$ cat src/rtl/lfsr_period_monitor_pkg.sv
// Shared FSM encoding and default sizing for the LFSR period monitor.
package lfsr_period_monitor_pkg;

    localparam int DEF_WIDTH   = 4;
    localparam int DEF_TIMEOUT = 31;

    typedef enum logic [2:0] {
        ST_IDLE  = 3'd0,
        ST_ARM   = 3'd1,
        ST_COUNT = 3'd2,
        ST_DONE  = 3'd3,
        ST_FAIL  = 3'd4
    } state_e;

endpackage

$ cat src/rtl/lfsr_period_monitor_if.sv
// Sample stream in, measurement result out; the monitor is the slave side.
interface lfsr_period_monitor_if
    import lfsr_period_monitor_pkg::*;
#(
    parameter int WIDTH = DEF_WIDTH
);
    logic             start;
    logic [WIDTH-1:0] w;
    logic             w_valid;
    logic [WIDTH:0]   period;
    logic             done;
    logic             zero_lock;
    logic             timeout;
    logic             busy;

    modport master (
        output start, w, w_valid,
        input  period, done, zero_lock, timeout, busy
    );

    modport slave (
        input  start, w, w_valid,
        output period, done, zero_lock, timeout, busy
    );
endinterface

$ cat src/rtl/lfsr_period_monitor_sample_counter.sv
// Valid-sample counter with synchronous clear/enable and a look-ahead terminal-count flag.
module sample_counter #(
    parameter int CW      = 5,
    parameter int TIMEOUT = 31
) (
    input  logic          clk,
    input  logic          reset,
    input  logic          clr_i,
    input  logic          en_i,
    output logic [CW-1:0] cnt_next_o,
    output logic          tc_o
);
    logic [CW-1:0] cnt_q, cnt_d;

    // The FSM leaves COUNT when cnt_next reaches TIMEOUT, so this never wraps.
    assign cnt_next_o = cnt_q + CW'(1);
    assign tc_o       = (cnt_next_o == CW'(TIMEOUT));

    always_comb begin
        cnt_d = cnt_q;
        if (clr_i)     cnt_d = '0;
        else if (en_i) cnt_d = cnt_next_o;
    end

    always_ff @(posedge clk) begin
        if (reset) cnt_q <= '0;
        else       cnt_q <= cnt_d;
    end
endmodule

$ cat src/rtl/lfsr_period_monitor.sv
// Measures the recurrence period of an LFSR word stream; flags all-zero lock-up and timeout.
module lfsr_period_monitor
    import lfsr_period_monitor_pkg::*;
#(
    parameter int WIDTH   = DEF_WIDTH,
    parameter int TIMEOUT = DEF_TIMEOUT
) (
    input  logic                   clk,
    input  logic                   reset,
    lfsr_period_monitor_if.slave   bus
);
    state_e           state_q, state_d;
    logic [WIDTH-1:0] ref_q, ref_d;
    logic [WIDTH:0]   period_q, period_d;
    logic             done_q, done_d, zl_q, zl_d, to_q, to_d, busy_q, busy_d;
    logic             cnt_clr, cnt_en, tc;
    logic [WIDTH:0]   cnt_next;
    logic             hit_zero, hit_ref, hit_to;

    sample_counter #(.CW(WIDTH + 1), .TIMEOUT(TIMEOUT)) u_cnt (
        .clk        (clk),
        .reset      (reset),
        .clr_i      (cnt_clr),
        .en_i       (cnt_en),
        .cnt_next_o (cnt_next),
        .tc_o       (tc)
    );

    always_ff @(posedge clk) begin
        if (reset) begin
            state_q  <= ST_IDLE;
            ref_q    <= '0;
            period_q <= '0;
            done_q   <= 1'b0;
            zl_q     <= 1'b0;
            to_q     <= 1'b0;
            busy_q   <= 1'b0;
        end else begin
            state_q  <= state_d;
            ref_q    <= ref_d;
            period_q <= period_d;
            done_q   <= done_d;
            zl_q     <= zl_d;
            to_q     <= to_d;
            busy_q   <= busy_d;
        end
    end

    // start outranks any same-cycle sample in every state.
    always_comb begin
        state_d  = state_q;
        ref_d    = ref_q;
        cnt_clr  = 1'b0;
        cnt_en   = 1'b0;
        hit_zero = 1'b0;
        hit_ref  = 1'b0;
        hit_to   = 1'b0;
        if (bus.start) begin
            state_d = ST_ARM;
            ref_d   = '0;
            cnt_clr = 1'b1;
        end else if (bus.w_valid) begin
            case (state_q)
                ST_ARM: begin
                    ref_d   = bus.w;
                    cnt_clr = 1'b1;
                    if (bus.w == '0) begin
                        state_d  = ST_FAIL;
                        hit_zero = 1'b1;
                    end else begin
                        state_d  = ST_COUNT;
                    end
                end
                ST_COUNT: begin
                    cnt_en = 1'b1;
                    if (bus.w == '0) begin
                        state_d  = ST_FAIL;
                        hit_zero = 1'b1;
                    end else if (bus.w == ref_q) begin
                        state_d  = ST_DONE;
                        hit_ref  = 1'b1;
                    end else if (tc) begin
                        state_d  = ST_FAIL;
                        hit_to   = 1'b1;
                    end
                end
                default: ;
            endcase
        end
    end

    always_comb begin
        period_d = period_q;
        done_d   = done_q;
        zl_d     = zl_q;
        to_d     = to_q;
        busy_d   = (state_d == ST_ARM) || (state_d == ST_COUNT);
        if (state_d == ST_ARM) begin
            period_d = '0;
            done_d   = 1'b0;
            zl_d     = 1'b0;
            to_d     = 1'b0;
        end
        if (hit_ref) begin
            done_d   = 1'b1;
            period_d = cnt_next;
        end
        if (hit_zero) zl_d = 1'b1;
        if (hit_to)   to_d = 1'b1;
    end

    assign bus.period    = period_q;
    assign bus.done      = done_q;
    assign bus.zero_lock = zl_q;
    assign bus.timeout   = to_q;
    assign bus.busy      = busy_q;
endmodule

$ cat src/flat_wrapper.sv
// flat-port wrapper written by rule: the top's interface ports become plain ports
module lfsr_period_monitor_flat import lfsr_period_monitor_pkg::*;
#(
    parameter int WIDTH   = DEF_WIDTH,
    parameter int TIMEOUT = DEF_TIMEOUT
)
  (clk, reset, bus_start, bus_w, bus_w_valid, bus_period, bus_done, bus_zero_lock, bus_timeout, bus_busy);
  lfsr_period_monitor_if #(.WIDTH(WIDTH)) bus_i ();
  input  logic clk;
  input  logic reset;
  input wire logic [$bits(bus_i.start)-1:0] bus_start;
  input wire logic [$bits(bus_i.w)-1:0] bus_w;
  input wire logic [$bits(bus_i.w_valid)-1:0] bus_w_valid;
  output wire logic [$bits(bus_i.period)-1:0] bus_period;
  output wire logic [$bits(bus_i.done)-1:0] bus_done;
  output wire logic [$bits(bus_i.zero_lock)-1:0] bus_zero_lock;
  output wire logic [$bits(bus_i.timeout)-1:0] bus_timeout;
  output wire logic [$bits(bus_i.busy)-1:0] bus_busy;
  assign bus_i.start = bus_start;
  assign bus_i.w = bus_w;
  assign bus_i.w_valid = bus_w_valid;
  assign bus_period = bus_i.period;
  assign bus_done = bus_i.done;
  assign bus_zero_lock = bus_i.zero_lock;
  assign bus_timeout = bus_i.timeout;
  assign bus_busy = bus_i.busy;
  lfsr_period_monitor #(.WIDTH(WIDTH), .TIMEOUT(TIMEOUT)) u_core (.clk(clk), .reset(reset), .bus(bus_i));
endmodule
$ cat config.mk
export PLATFORM = sky130hd
export DESIGN_NAME = lfsr_period_monitor_flat
export DESIGN_NICKNAME = d
export VERILOG_FILES = /design/src/rtl/lfsr_period_monitor_pkg.sv /design/src/rtl/lfsr_period_monitor_if.sv /design/src/rtl/lfsr_period_monitor_sample_counter.sv /design/src/rtl/lfsr_period_monitor.sv /design/src/flat_wrapper.sv
export SDC_FILE = /design/constraint.sdc
export NUM_CORES = 1
export LEC_CHECK = 0
export ABC_AREA = 1
export CAP_MARGIN = 10
export CELL_PAD_IN_SITES_DETAIL_PLACEMENT = 0
export CELL_PAD_IN_SITES_GLOBAL_PLACEMENT = 1
export CORE_ASPECT_RATIO = 0.75
export CORE_MARGIN = 2
export CORE_UTILIZATION = 40
export CTS_CLUSTER_DIAMETER = 150
export CTS_CLUSTER_SIZE = 25
export DETAILED_ROUTE_END_ITERATION = 10
export PLACE_DENSITY = 0.85
export SLEW_MARGIN = 20
export SYNTH_ARGS = -nofsm -noshare
export SYNTH_HDL_FRONTEND = slang
export SYNTH_SLANG_ARGS = --single-unit
$ cat constraint.sdc
create_clock -name clk -period 3.9 [get_ports clk]
set_input_delay 1.17 -clock clk [delete_from_list [all_inputs] [get_ports clk]]
set_output_delay 1.17 -clock clk [all_outputs]
set_load 0.05 [all_outputs]
==> results by group <==
Status
  – Outcome: complete, no violations

STA
  – Worst Skew: 6.15 ps
  – Final hold violation count: 0
  – Final hold slack: 469 ps
  – Slew HR: 59.1%
  – Slew Viols, Final: 0
  – Worst Tran Pin Value: 612 ps
  – Unrepaired setup endpoints after global routing: false
  – Minimum clock period after layout: 2690 ps
  – Worst Setup Slack, final: 1210 ps
  – Setup Viol. Count Final: 0
  – Fin crit share: 69.1%
  – Fmax: 371 MHz
  – Setup TNS Final: 0 ps

Worst setup path
  – Worst Path Class, Setup: input pin to register
  – Critical path data arrival time: 2870 ps
  – Critical Path Sink Type: register
  – CP startpoint kind: input pin
  – Crit path max fanout: 9
  – CP required: 4080 ps

Pwr
  – Pwr dens: 308 mW/mm^2
  – Peak VDD IR: 0.204 mV
  – Leak: 0.543 nW

Logic synthesis
  – Net count after synthesis: 162
  – Post-synth top area share: 38.1%
  – Synth unique cells: 23
  – Synth top area cells: dfxtp_1 (38%), nand2_1 (12%), inv_1 (7.5%), a21oi_2 (5.5%), a21oi_1 (5.4%)
  – Main combinational cell family by area after synthesis: simple AND/OR/NAND/NOR gates
  – Mux contribution to synthesized area: 0%
  – Post-Syn Area: 0.00110 mm^2
  – Synth Register Bits: 21
  – Gate count after technology mapping: 152
  – Compound-Gate Fraction of Synth Area: 15.3%
  – Yosys warns: 0
  – Post-Synth Simple-Gate Area: 32.8%
  – Post-synthesis xor/xnor area fraction: 3.06%
  – Yosys top cell by area: dfxtp_1
  – Syn avg cell area: 7.27 um^2
  – Post-synthesis adder-cell area fraction: 2.27%
  – Seq/Total Area, Yosys: 38.1%

Drt
  – Routed vias/inst: 4.71
  – DR WL/cell: 11.4 um
  – Top routing layer in use: met4
  – Post-Route WL: 2.35 mm
  – Wl on met1: 1.10 mm
  – Routed Antenna Nets: 0
  – DRC violations left: 0
  – First-iteration detailed-routing DRC count: 64
  – DR pass1 iterations: 4
  – WL met3: 114 um
  – Routed wl met2: 1.11 mm
  – Vias: 976

CTS
  – Setup repair bufs after CTS: 0
  – Clk buf depth: 2
  – CTS root buffer: clkbuf_8
  – CTS tree: built
  – Post-cts resize count: 0
  – Clk slew on worst S/H paths: 80 ps
  – # clock sinks: 21
  – H-tree depth: 1
  – CTS buffer count: 3
  – Clk_lat worst skew: 260 ps
  – Hold buffer count at CTS: 0

Global route
  – First-pass GRT wire length: 4.06 mm
  – Vias in the first global route: 931
  – Antenna violations before repair: 0
  – Global route overflow: 0
  – Largest net degree at the start of global routing: 14
  – Total GRT Usage: 16.3%

Floorplan
  – Ports: 17
  – Vert. Die Dim: 49.5 um
  – Row count: 16
  – Initial Util: 42.1%
  – Width of the chip: 64.7 um
  – Placeable Area: 0.00262 mm^2
  – Die area: 0.00320 mm^2

Placed design
  – Placer Congestion: 0.838
  – Post-place setup slack: 953 ps
  – I/O Buffers: 16
  – Hpwl dp: 1.75 mm

Cells and area
  – Fillers: 253
  – Ant diodes: 0
  – Share of layout cells above drive strength 1: 14.0%
  – P&R area growth vs syn: 22.3%
  – Layout Nets: 182

Run
  – Max-cap violation count: 0

Min path
  – Hold Path Class: register to register
## power breakdown
part | leakage (nW) | switching (W) | total [W] | internal [W]
sequential | 0.170 | 0.00000258 | 0.000221 | 0.000218
combinational | 0.350 | 0.0000333 | 0.0000524 | 0.0000191
clock | 0.0228 | 0.0000703 | 0.000143 | 0.0000728
total | 0.543 | 0.000106 | 0.000416 | 0.000310
## placed cells by master (no fill, tap or decap), drive strengths merged
master / Yosys / layout
a211oi: 1 / 1
a21oi: 19 / 19
clkbuf: 1 / 4
clkdlybuf4s50: 0 / 16
dfxtp: 21 / 21
ha: 2 / 2
inv: 24 / 24
nand2: 39 / 39
nand3: 14 / 14
nand4: 1 / 1
nor2: 15 / 15
nor3: 3 / 3
o21ai: 8 / 8
or2: 1 / 1
xnor2: 1 / 1
xor2: 2 / 2
## sequential cells by signal (all words and copies together) (netlist names)
name,flops
u_core.u_cnt.cnt_q,5
u_core.state_q,3
u_core.bus.timeout,1
u_core.bus.done,1
u_core.bus.busy,1
u_core.bus.period,5
u_core.ref_q,4
u_core.bus.zero_lock,1
## through the flow
step | util, % | area [um^2] | total power, W | std cells
after floorplan | - | 1100 | 0.000260 | 152
after global placement | 49.8 | 1310 | 0.000277 | 203
after detailed placement | 49.8 | 1310 | 0.000278 | 203
after CTS | 51.5 | 1350 | 0.000420 | 207
after global routing | 51.5 | 1350 | 0.000434 | 207
final | 51.5 | 1350 | 0.000416 | 207
## critical path, cell delays in order
cell	delay (ps)
clkdlybuf4s50_1	530
nor2_1	60
nand3_1	80
inv_1	90
nor2_2	120
nand2_1	70
nor2_2	140
nor2_1	60
nand2_1	90
nand2_2	110
nand2_8	130
nand3_2	80
a21oi_2	130
## layer usage
| layer | vias to the layer above | global-route usage, % |
|---|---|---|
| met5 | - | 0 |
| met4 | 0 | 3.19 |
| met3 | 8 | 5.02 |
| met2 | 21 | 28.1 |
| met1 | 425 | 20.2 |
| li1 | 522 | - |
## final timing paths
| check | start | end | slack (ps) | cells past startpoint |
|---|---|---|---|---|
| max | bus_w[2] | u_core.bus.period[0] | 1210 | 13 |
| min | u_core.bus.done | u_core.bus.done | 470 | 2 |
| max reg2reg | u_core.u_cnt.cnt_q[0] | u_core.bus.period[0] | 2010 | 14 |
| min reg2reg | u_core.bus.done | u_core.bus.done | 470 | 2 |
## cells in the mapped netlist (all sizes together)
cell type and count:
a211oi 1, nand3 14, nand2 39, ha 2, xnor2 1, clkbuf 1
dfxtp 21, xor2 2, nand4 1, o21ai 8, inv 24, nor3 3
or2 1, a21oi 19, nor2 15
## area by class of cell
| cell class | count | area, um^2 | area share [%] |
|---|---|---|---|
| multi-input cells | 106 | 591 | 43.7 |
| flip-flops and latches | 21 | 420 | 31.1 |
| repair buffers | 16 | 160 | 11.9 |
| inverters | 24 | 90.1 | 6.67 |
| clock buffers | 4 | 45.0 | 3.33 |
| well taps | 36 | 45.0 | 3.33 |
## kinds of logic after synthesis
| kind of cell | count (synthesis) |
|---|---|
| xor+xnor | 3 |
| compound gates | 28 |
| flops | 21 |
| buf+inv | 25 |
| simple gates | 73 |
| fa+ha+maj | 2 |
Note: power is estimated with default switching activity, not from simulation.
